## src/rtl/yoda_pkg.sv

```systemverilog
// Constants and FSM encoding shared between the conv engine and its output-map reader.
package yoda_pkg;
    localparam int FMAP_H      = 25;
    localparam int FMAP_W      = 20;
    localparam int FMAP_C      = 8;
    localparam int FMAP_WORDS  = FMAP_H * FMAP_W * FMAP_C;
    localparam int FMAP_ADDR_W = 13;

    typedef enum logic [1:0] {IDLE, READ, DRAIN, FIN} fsm_state_e;
endpackage

```

## src/rtl/sync_fifo.sv

```systemverilog
// Small synchronous FIFO with occupancy count and a flush that empties it in one cycle.
module sync_fifo #(
    parameter  int DEPTH = 2,
    parameter  int WIDTH = 9,
    localparam int PTR_W = (DEPTH > 1) ? $clog2(DEPTH) : 1,
    localparam int CNT_W = $clog2(DEPTH + 1)
) (
    input  logic             clk,
    input  logic             rst,
    input  logic             flush,
    input  logic             push,
    input  logic [WIDTH-1:0] din,
    input  logic             pop,
    output logic [WIDTH-1:0] dout,
    output logic             empty,
    output logic [CNT_W-1:0] count
);
    logic [WIDTH-1:0] mem_q [DEPTH];
    logic [WIDTH-1:0] mem_d [DEPTH];
    logic [PTR_W-1:0] wr_ptr_q, wr_ptr_d, rd_ptr_q, rd_ptr_d;
    logic [CNT_W-1:0] count_q, count_d;
    logic             do_push, do_pop;

    function automatic logic [PTR_W-1:0] next_ptr(input logic [PTR_W-1:0] p);
        return (p == PTR_W'(DEPTH - 1)) ? '0 : p + 1'b1;
    endfunction

    assign empty   = (count_q == '0);
    assign count   = count_q;
    assign dout    = mem_q[rd_ptr_q];
    assign do_pop  = pop && !empty;
    // A push into a full FIFO is accepted only when the head leaves in the same cycle.
    assign do_push = push && ((count_q != CNT_W'(DEPTH)) || do_pop);

    always_comb begin
        mem_d    = mem_q;
        wr_ptr_d = wr_ptr_q;
        rd_ptr_d = rd_ptr_q;
        count_d  = count_q;
        if (flush) begin
            wr_ptr_d = '0;
            rd_ptr_d = '0;
            count_d  = '0;
        end else begin
            if (do_push) begin
                mem_d[wr_ptr_q] = din;
                wr_ptr_d        = next_ptr(wr_ptr_q);
            end
            if (do_pop) rd_ptr_d = next_ptr(rd_ptr_q);
            count_d = count_q + CNT_W'(do_push) - CNT_W'(do_pop);
        end
    end

    always_ff @(posedge clk or posedge rst) begin
        if (rst) begin
            for (int i = 0; i < DEPTH; i++) mem_q[i] <= '0;
            wr_ptr_q <= '0;
            rd_ptr_q <= '0;
            count_q  <= '0;
        end else begin
            mem_q    <= mem_d;
            wr_ptr_q <= wr_ptr_d;
            rd_ptr_q <= rd_ptr_d;
            count_q  <= count_d;
        end
    end
endmodule

```

## src/rtl/fmap_stream_reader.sv

```systemverilog
// Streams the conv output feature map out of its RAM, in address order, on a valid/ready
// byte stream. Reads are credit-limited so returning RAM data always has a FIFO slot.
module fmap_stream_reader
    import yoda_pkg::*;
#(
    parameter int ADDR_W     = FMAP_ADDR_W,
    parameter int DATA_W     = 8,
    parameter int NUM_WORDS  = FMAP_WORDS,
    parameter int RD_LAT     = 1,
    parameter int FIFO_DEPTH = 2
) (
    input  logic                     clk,
    input  logic                     rst,
    input  logic                     start,
    input  logic                     abort,
    output logic                     busy,
    output logic                     done,
    output logic                     rd_en,
    output logic [ADDR_W-1:0]        rd_addr,
    input  logic signed [DATA_W-1:0] rd_data,
    output logic                     m_valid,
    input  logic                     m_ready,
    output logic signed [DATA_W-1:0] m_data,
    output logic                     m_last
);
    localparam int CNT_W = $clog2(NUM_WORDS);
    localparam int CRD_W = $clog2(FIFO_DEPTH + 1);

    fsm_state_e        state_q, state_d;
    logic [CNT_W-1:0]  issue_cnt_q, issue_cnt_d;
    logic [CRD_W-1:0]  inflight_q, inflight_d;
    logic [RD_LAT-1:0] tag_vld_q, tag_vld_d, tag_last_q, tag_last_d;

    logic              fifo_push, fifo_pop, fifo_flush, fifo_empty;
    logic [DATA_W:0]   fifo_din, fifo_dout;
    logic [CRD_W-1:0]  fifo_count;
    logic              issue_last, credit_ok;

    sync_fifo #(.DEPTH(FIFO_DEPTH), .WIDTH(DATA_W + 1)) u_fifo (
        .clk   (clk),
        .rst   (rst),
        .flush (fifo_flush),
        .push  (fifo_push),
        .din   (fifo_din),
        .pop   (fifo_pop),
        .dout  (fifo_dout),
        .empty (fifo_empty),
        .count (fifo_count)
    );

    assign m_valid    = !fifo_empty;
    assign fifo_pop   = m_valid && m_ready;
    assign m_data     = fifo_dout[DATA_W-1:0];
    assign m_last     = m_valid && fifo_dout[DATA_W];
    assign fifo_push  = tag_vld_q[RD_LAT-1];
    assign fifo_din   = {tag_last_q[RD_LAT-1], rd_data};
    assign busy       = (state_q == READ) || (state_q == DRAIN);
    assign done       = (state_q == FIN);
    assign fifo_flush = abort && busy;
    assign rd_addr    = ADDR_W'(issue_cnt_q);
    assign issue_last = (issue_cnt_q == CNT_W'(NUM_WORDS - 1));

    // The slot freed by a pop this cycle is reusable now: that read's data lands
    // RD_LAT cycles later, after the pop has left. This is what keeps 1 element/cycle.
    assign credit_ok = (int'(fifo_count) + int'(inflight_q) - int'(fifo_pop)) < FIFO_DEPTH;
    assign rd_en     = (state_q == READ) && credit_ok && !abort;

    always_comb begin
        state_d     = state_q;
        issue_cnt_d = issue_cnt_q;
        inflight_d  = inflight_q + CRD_W'(rd_en) - CRD_W'(tag_vld_q[RD_LAT-1]);
        tag_vld_d   = tag_vld_q;
        tag_last_d  = tag_last_q;
        tag_vld_d[0]  = rd_en;
        tag_last_d[0] = rd_en && issue_last;
        for (int i = 1; i < RD_LAT; i++) begin
            tag_vld_d[i]  = tag_vld_q[i-1];
            tag_last_d[i] = tag_last_q[i-1];
        end

        unique case (state_q)
            IDLE: if (start && !abort) begin
                state_d     = READ;
                issue_cnt_d = '0;
            end
            READ: if (rd_en) begin
                if (issue_last) state_d = DRAIN;
                else            issue_cnt_d = issue_cnt_q + 1'b1;
            end
            DRAIN: if (fifo_pop && m_last) state_d = FIN;
            FIN: begin
                state_d     = IDLE;
                issue_cnt_d = '0;
            end
            default: state_d = IDLE;
        endcase

        // Cancel drops every read still in the RAM pipe along with the buffered data.
        if (fifo_flush) begin
            state_d     = IDLE;
            issue_cnt_d = '0;
            inflight_d  = '0;
            tag_vld_d   = '0;
            tag_last_d  = '0;
        end
    end

    always_ff @(posedge clk or posedge rst) begin
        if (rst) begin
            state_q     <= IDLE;
            issue_cnt_q <= '0;
            inflight_q  <= '0;
            tag_vld_q   <= '0;
            tag_last_q  <= '0;
        end else begin
            state_q     <= state_d;
            issue_cnt_q <= issue_cnt_d;
            inflight_q  <= inflight_d;
            tag_vld_q   <= tag_vld_d;
            tag_last_q  <= tag_last_d;
        end
    end
endmodule

```

## config.mk

```make
export PLATFORM = sky130hd
export DESIGN_NAME = fmap_stream_reader
export DESIGN_NICKNAME = d
export VERILOG_FILES = /design/src/rtl/yoda_pkg.sv /design/src/rtl/sync_fifo.sv /design/src/rtl/fmap_stream_reader.sv
export SDC_FILE = /design/constraint.sdc
export NUM_CORES = 1
export LEC_CHECK = 0
export ABC_CLOCK_PERIOD_IN_PS = 3250
export CORE_UTILIZATION = 35
export CTS_CLUSTER_DIAMETER = 120
export DETAILED_ROUTE_END_ITERATION = 6
export SYNTH_ARGS = -nofsm -noshare
export SYNTH_HDL_FRONTEND = slang
export SYNTH_SLANG_ARGS = --single-unit
```

## constraint.sdc

```tcl
create_clock -name clk -period 3.25 [get_ports clk]
set_input_delay 0.65 -clock clk [delete_from_list [all_inputs] [get_ports clk]]
set_output_delay 0.65 -clock clk [all_outputs]
set_load 0.005 [all_outputs]
```

# Word level (Yosys, flattened, before mapping)
# Cells that the tools add are included.
# word_totals
wordCells	86
register_bits	40
out_inout_bits	26
# classes
reduce_logical	23
n_addsub	9
n_bitwise	3
n_eq_ne	10
muxes	27
n_lt_le_gt_ge	4
# ops
operator	count
12-bit two-way mux	4
9-bit two-way mux	4
12-bit one-hot mux with 3 select lines	1
18-bit bitwise mux	1
2-bit two-way mux	7
12-bit by 1-bit adder with 12-bit output (second input constant)	1
12-bit equality test (second input constant)	1
3-bit inequality test (second input constant)	4
1-bit logical AND	11
9-bit demux with 1-bit select	1
1-bit two-way mux	8
2-bit one-hot mux with 4 select lines	1
4-bit AND reduction	2
2-bit by 1-bit adder with 2-bit output	2
2-bit equality test (second input constant)	2
2-bit >= comparator (second input constant)	2
2-bit zero test	2
4-bit by 3-bit < comparator with 1-bit output (second input constant)	1
1-bit NOT with 2-bit output	2
2-bit nonzero test	2
4-bit nonzero test	1
2-bit by 1-bit subtractor with 2-bit output	2
3-bit by 1-bit subtractor with 4-bit output	1
2-bit by 2-bit adder with 3-bit output	1
9 further kinds	12

# Logic depth before layout (Yosys ltp)
# logic_depth
word_depth	10
depth_mapped	13
mapped_depth_nobuf	13

# Modules after synthesis
# A second synthesis with hierarchy kept.
# unflattened
cells_unflattened	197
hier_area_um2	2213.4
# modules_own_cells
mod	seq_area_each_um2	area_each_um2	n_inst	cells_each
fmap_stream_reader	450.4	1169.9	1	126
sync_fifo	550.5	1043.5	1	71

# Least setup slack after synthesis
# Ideal clock, no wire load.
# synth_path
path_kind	input-to-output
start	input m_ready
end	output rd_en
stages	9
path_slack_ps	211
arrival_time_ps	2389
path_cell_list	o21ai_0 -> inv_1 -> ha_1 -> inv_1 -> nand2_1 -> fa_1 -> a21oi_1 -> nor3b_4 -> and2_1
# synth_via
elab_chain_cells	5
# synth_rtl
element	line_no	text
start: declaration	fmap_stream_reader.sv:22	input logic m_ready,
1-bit logical AND	fmap_stream_reader.sv:52	assign fifo_pop = m_valid && m_ready;
3-bit by 1-bit subtractor with 4-bit output	fmap_stream_reader.sv:65	assign credit_ok = (int'(fifo_count) + int'(inflight_q) - int'(fifo_pop)) < FIFO_DEPTH;
4-bit by 3-bit < comparator with 1-bit output	fmap_stream_reader.sv:65	
1-bit logical AND (2 in a row)	fmap_stream_reader.sv:66	assign rd_en = (state_q == READ) && credit_ok && !abort;
end: declaration	fmap_stream_reader.sv:18	output logic rd_en,
# No other way between the ends.

# Worst setup path in the final report
# layout_path
start	register u_fifo.count_q[0], in the netlist u_fifo.count[0]
end	register u_fifo.count_q[1], in the netlist u_fifo.count[1]
# layout_via
elab_chain_cells	9
elab_cells_between_ends	10
classes_between	add/sub (2); eq/ne (1); mux (1); reduce/logical (6)
# layout_rtl
element	line_no	text
start: declaration	sync_fifo.sv:21	logic [CNT_W-1:0] count_q, count_d;
start signal: assignment	sync_fifo.sv:64	count_q <= count_d;
2-bit zero test	sync_fifo.sv:28	assign empty = (count_q == '0);
1-bit zero test	sync_fifo.sv:31, fmap_stream_reader.sv:51	
1-bit logical AND	fmap_stream_reader.sv:52	
1-bit logical AND	sync_fifo.sv:31	assign do_pop = pop && !empty;
1-bit logical OR	sync_fifo.sv:33	assign do_push = push && ((count_q != CNT_W'(DEPTH)) || do_pop);
1-bit logical AND	sync_fifo.sv:33	
2-bit by 1-bit adder with 2-bit output	sync_fifo.sv:50	count_d = count_q + CNT_W'(do_push) - CNT_W'(do_pop);
2-bit by 1-bit subtractor with 2-bit output *	sync_fifo.sv:50	
2-bit two-way mux *	sync_fifo.sv:40	if (flush) begin
via u_fifo.count_d[1]	sync_fifo.sv:21	
# Mark *: on every way through the listed nets, which the timed path passes. The rest lies on a longest branch.
# A chain may end at the register's enable or synchronous reset.

==> results.cfg <==
[pwr]
ir_drop_uv = 418
p_total_uw = 2640
power_per_cell_area_nw_per_um2 = 868
leakagePower_uw = 0.00139

[detailed_routing]
wirelength_mm = 5.01
wl_per_cell_um = 14.4
dr_vias_cell = 4.92
drc_errors = 0
antenna_left = 0
firstDrtPassIters = 4
route.vias.total = 1712
detail_route.iter0.violations = 72

[sta]
timing.final.crit_share_pct = 95.6
fin_worst_skew_ps = 3.81
timing.max_slew.rel_slack_pct = 65.7
fmaxAchievable_mhz = 322
tightest_slew_ps = 515
final_critical_path_time_including_i_o_delays_and_setup_ps = 3110
final-max-slew-violation-count = 0
fin_worst_hold_slack_ps = 486
setup_viol_count_final = 0
rsz0062_at_grt = false
final-hold-violation-count = 0
setup_tns_ps = 0

[cells_and_area]
ff_latch_area_um2 = 1000
final_net_count = 297
synthToLayoutAreaGrowth_pct = 32.4
antenna-diode-count = 0
layout.core_utilization_pct = 47.9
layout-drive-gt1-share_pct = 28.0
fillCellCount = 589
multi_input_comb_area_um2 = 1230
layout.cells.non_filler = 348

[place]
dpl.cell_count = 326
gp_routability_congestion = 0.785
dp_hpwl_mm = 3.39
buffer_ports.inserted = 37

[clock_network]
numClockSinks = 40
h-tree-depth = 2
clock_slew_seen_by_the_registers_of_the_worst_setup_and_hold_paths_ps = 80
cts_buffer_depth = 2
cts-root-buf = clkbuf_8
cts_hold_buffers = 0
tritoncts_buffer_count = 5
cts_tree = done
worstSkewPairLatency_ps = 280

[yosys]
yosysWarnings = 0
synth_xor_area_share_pct = 2.29
mappedNetlistNets = 232
netlist_area_um2 = 2300
muxShareOfSynthArea_pct = 14.1
synth_area_leaders = dfrtp_1, mux2_2, ha_1
synth_most_common_cell = dfrtp_1
synthArstFlopShare_pct = 100
synth_edf_count = 0
ys_top_cells_by_count = dfrtp_1, mux2_2, inv_1
leading_register_cell_type_out_of_synthesis = dfrtp_1
yosys.area_share.adder_pct = 7.41
synth_top_family_by_area = compound AO/OA/AOI/OAI gates
synth_top_cell_by_area = dfrtp_1
syn_inst = 206
synth_seq_cells = 40
sequential_element_share_of_the_synthesized_area_pct = 43.6
post_synth_num_cell_types = 49
synthDominantCellAreaShare_pct = 43.6
synth_simple_gate_area_share_pct = 13.0
synth-compound-area-share_pct = 14.8
postSynthAreaPerCell_um2 = 11.1

[floorplan]
top_level_ports = 39
effective_utilization_at_floorplan_pct = 36.2
fp.dieH_um = 83.0
core-area_um2 = 6350
row_count = 29
dieArea_um2 = 6890
dieWidth_um = 83.0

[critical_path]
cp.required_ps = 3460
worst_setup_path_start_kind = flop
worstPathMaxFanout = 2
worst-setup-path-type = flop to flop
cp_data_arrival_time_ps = 3310
critPathCaptureType = flop

[run]
max-cap-violations = 0

[grt]
grt_antenna_before_repair = 0
grt_pass1_wl_mm = 8.65
grt_max_degree = 41
grt_pass1_vias = 1744
gr-usage-all-layers_pct = 15.4
global_route.overflow_total = 0

[run_status]
status = completed

[min_path]
hold_class = flop to flop
registers in the layout, summed over array words and instances (netlist names):
signal,count
fifo_push,1
inflight_q,2
issue_cnt_q,12
state_q,2
tag_last_q,1
u_fifo.count,2
u_fifo.mem_q,18
u_fifo.rd_ptr_q,1
u_fifo.wr_ptr_q,1
through the flow:
step / cell area, µm² / worst slack [ps]
after global placement: 2810 / -598
after CTS: 3030 / 39.6
after detailed placement: 2810 / -634
final: 3040 / 143
after floorplan: 2300 / 211
after global routing: 3040 / 17.7
critical path: stages (launching register included):
cell,delay (ps)
dfrtp_1,400
o21ai_2,180
inv_2,70
ha_4,270
inv_2,30
buf_4,120
buf_4,130
buf_4,120
buf_4,120
buf_4,120
buf_4,120
buf_4,120
buf_4,120
buf_4,120
buf_4,120
buf_4,120
buf_4,120
buf_4,130
ha_4,160
xnor2_2,120
xnor2_1,120
a21oi_1,120
cells in the final DEF (no fill, tap or decap), drive strengths merged, types with 2 or more instances in the layout:
cell type,synthesis,layout
dfrtp,40,40
clkdlybuf4s50,0,35
buf,7,30
mux2,26,26
inv,16,16
nand2,13,13
ha,12,12
a21oi,12,12
o31ai,9,9
o21ai,9,9
and2,6,6
nor2,6,6
clkbuf,0,5
xnor2,5,5
nand3,5,5
a31oi,3,3
mux2i,3,3
and4,3,3
nand4,3,3
nand2b,2,2
and3,2,2
a21o,2,2
o32a,2,2
nor3,2,2
o2bb2ai,2,2
nor3b,2,2
a21boi,2,2
cell type report:
type	count	share of cell area, %
repair buffers	65	18.8
clock inverters	2	0.412
multi-input cells	143	40.5
inverters	16	1.98
clock buffers	5	2.26
well taps	77	3.17
flip-flops and latches	40	32.9
cells by family (layout without fill, tap and decap cells):
kind of cell / Yosys count / after routing
xor gates and xnor gates: 6 / 6
DFF: 40 / 40
buffers and inverters: 23 / 88
and+or+nand+nor: 48 / 48
other: 1 / 1
AOI/OAI and AO/OA: 46 / 46
muxes: 29 / 29
adders and majority gates: 13 / 13
final timing paths:
check | startpoint | slack [ps] | end | cells after the start
setup / recovery | u_fifo.count[0]$_DFF_PP0_ | 140 | u_fifo.count[1]$_DFF_PP0_ | 21
max in group asynchronous | rst | 2110 | issue_cnt_q[0]$_DFFE_PP0P_ | 3
hold reg to reg | u_fifo.mem_q[17]$_DFFE_PP0P_ | 490 | u_fifo.mem_q[17]$_DFFE_PP0P_ | 1
min in group asynchronous | rst | 780 | issue_cnt_q[11]$_DFFE_PP0P_ | 3
hold / removal | u_fifo.mem_q[17]$_DFFE_PP0P_ | 490 | u_fifo.mem_q[17]$_DFFE_PP0P_ | 1
setup reg to reg | u_fifo.count[0]$_DFF_PP0_ | 140 | u_fifo.count[1]$_DFF_PP0_ | 21
repair_timing:
action                                  in CTS  in global routing
gates resized for setup                     15                  4
pin swaps                                    8                  7
setup buffers                               15                  1
gates cloned                                 0                  0
endpoints found under the setup margin       2                  3
routing by layer:
| layer | GRT usage [%] | vias to the layer above | wire (µm) |
|---|---|---|---|
| met4 | 2.35 | 0 | 19 |
| met2 | 24.7 | 28 | 2320 |
| li1 | - | 864 | - |
| met3 | 3.48 | 2 | 183 |
| met1 | 21.7 | 818 | 2490 |
| met5 | 0 | - | 0 |
where the power goes:
group / internal (µW) / switching, µW
clock network: 145 / 170
registers: 633 / 97.7
logic: 890 / 702
No activity file was read; power rests on OpenSTA's default activity.
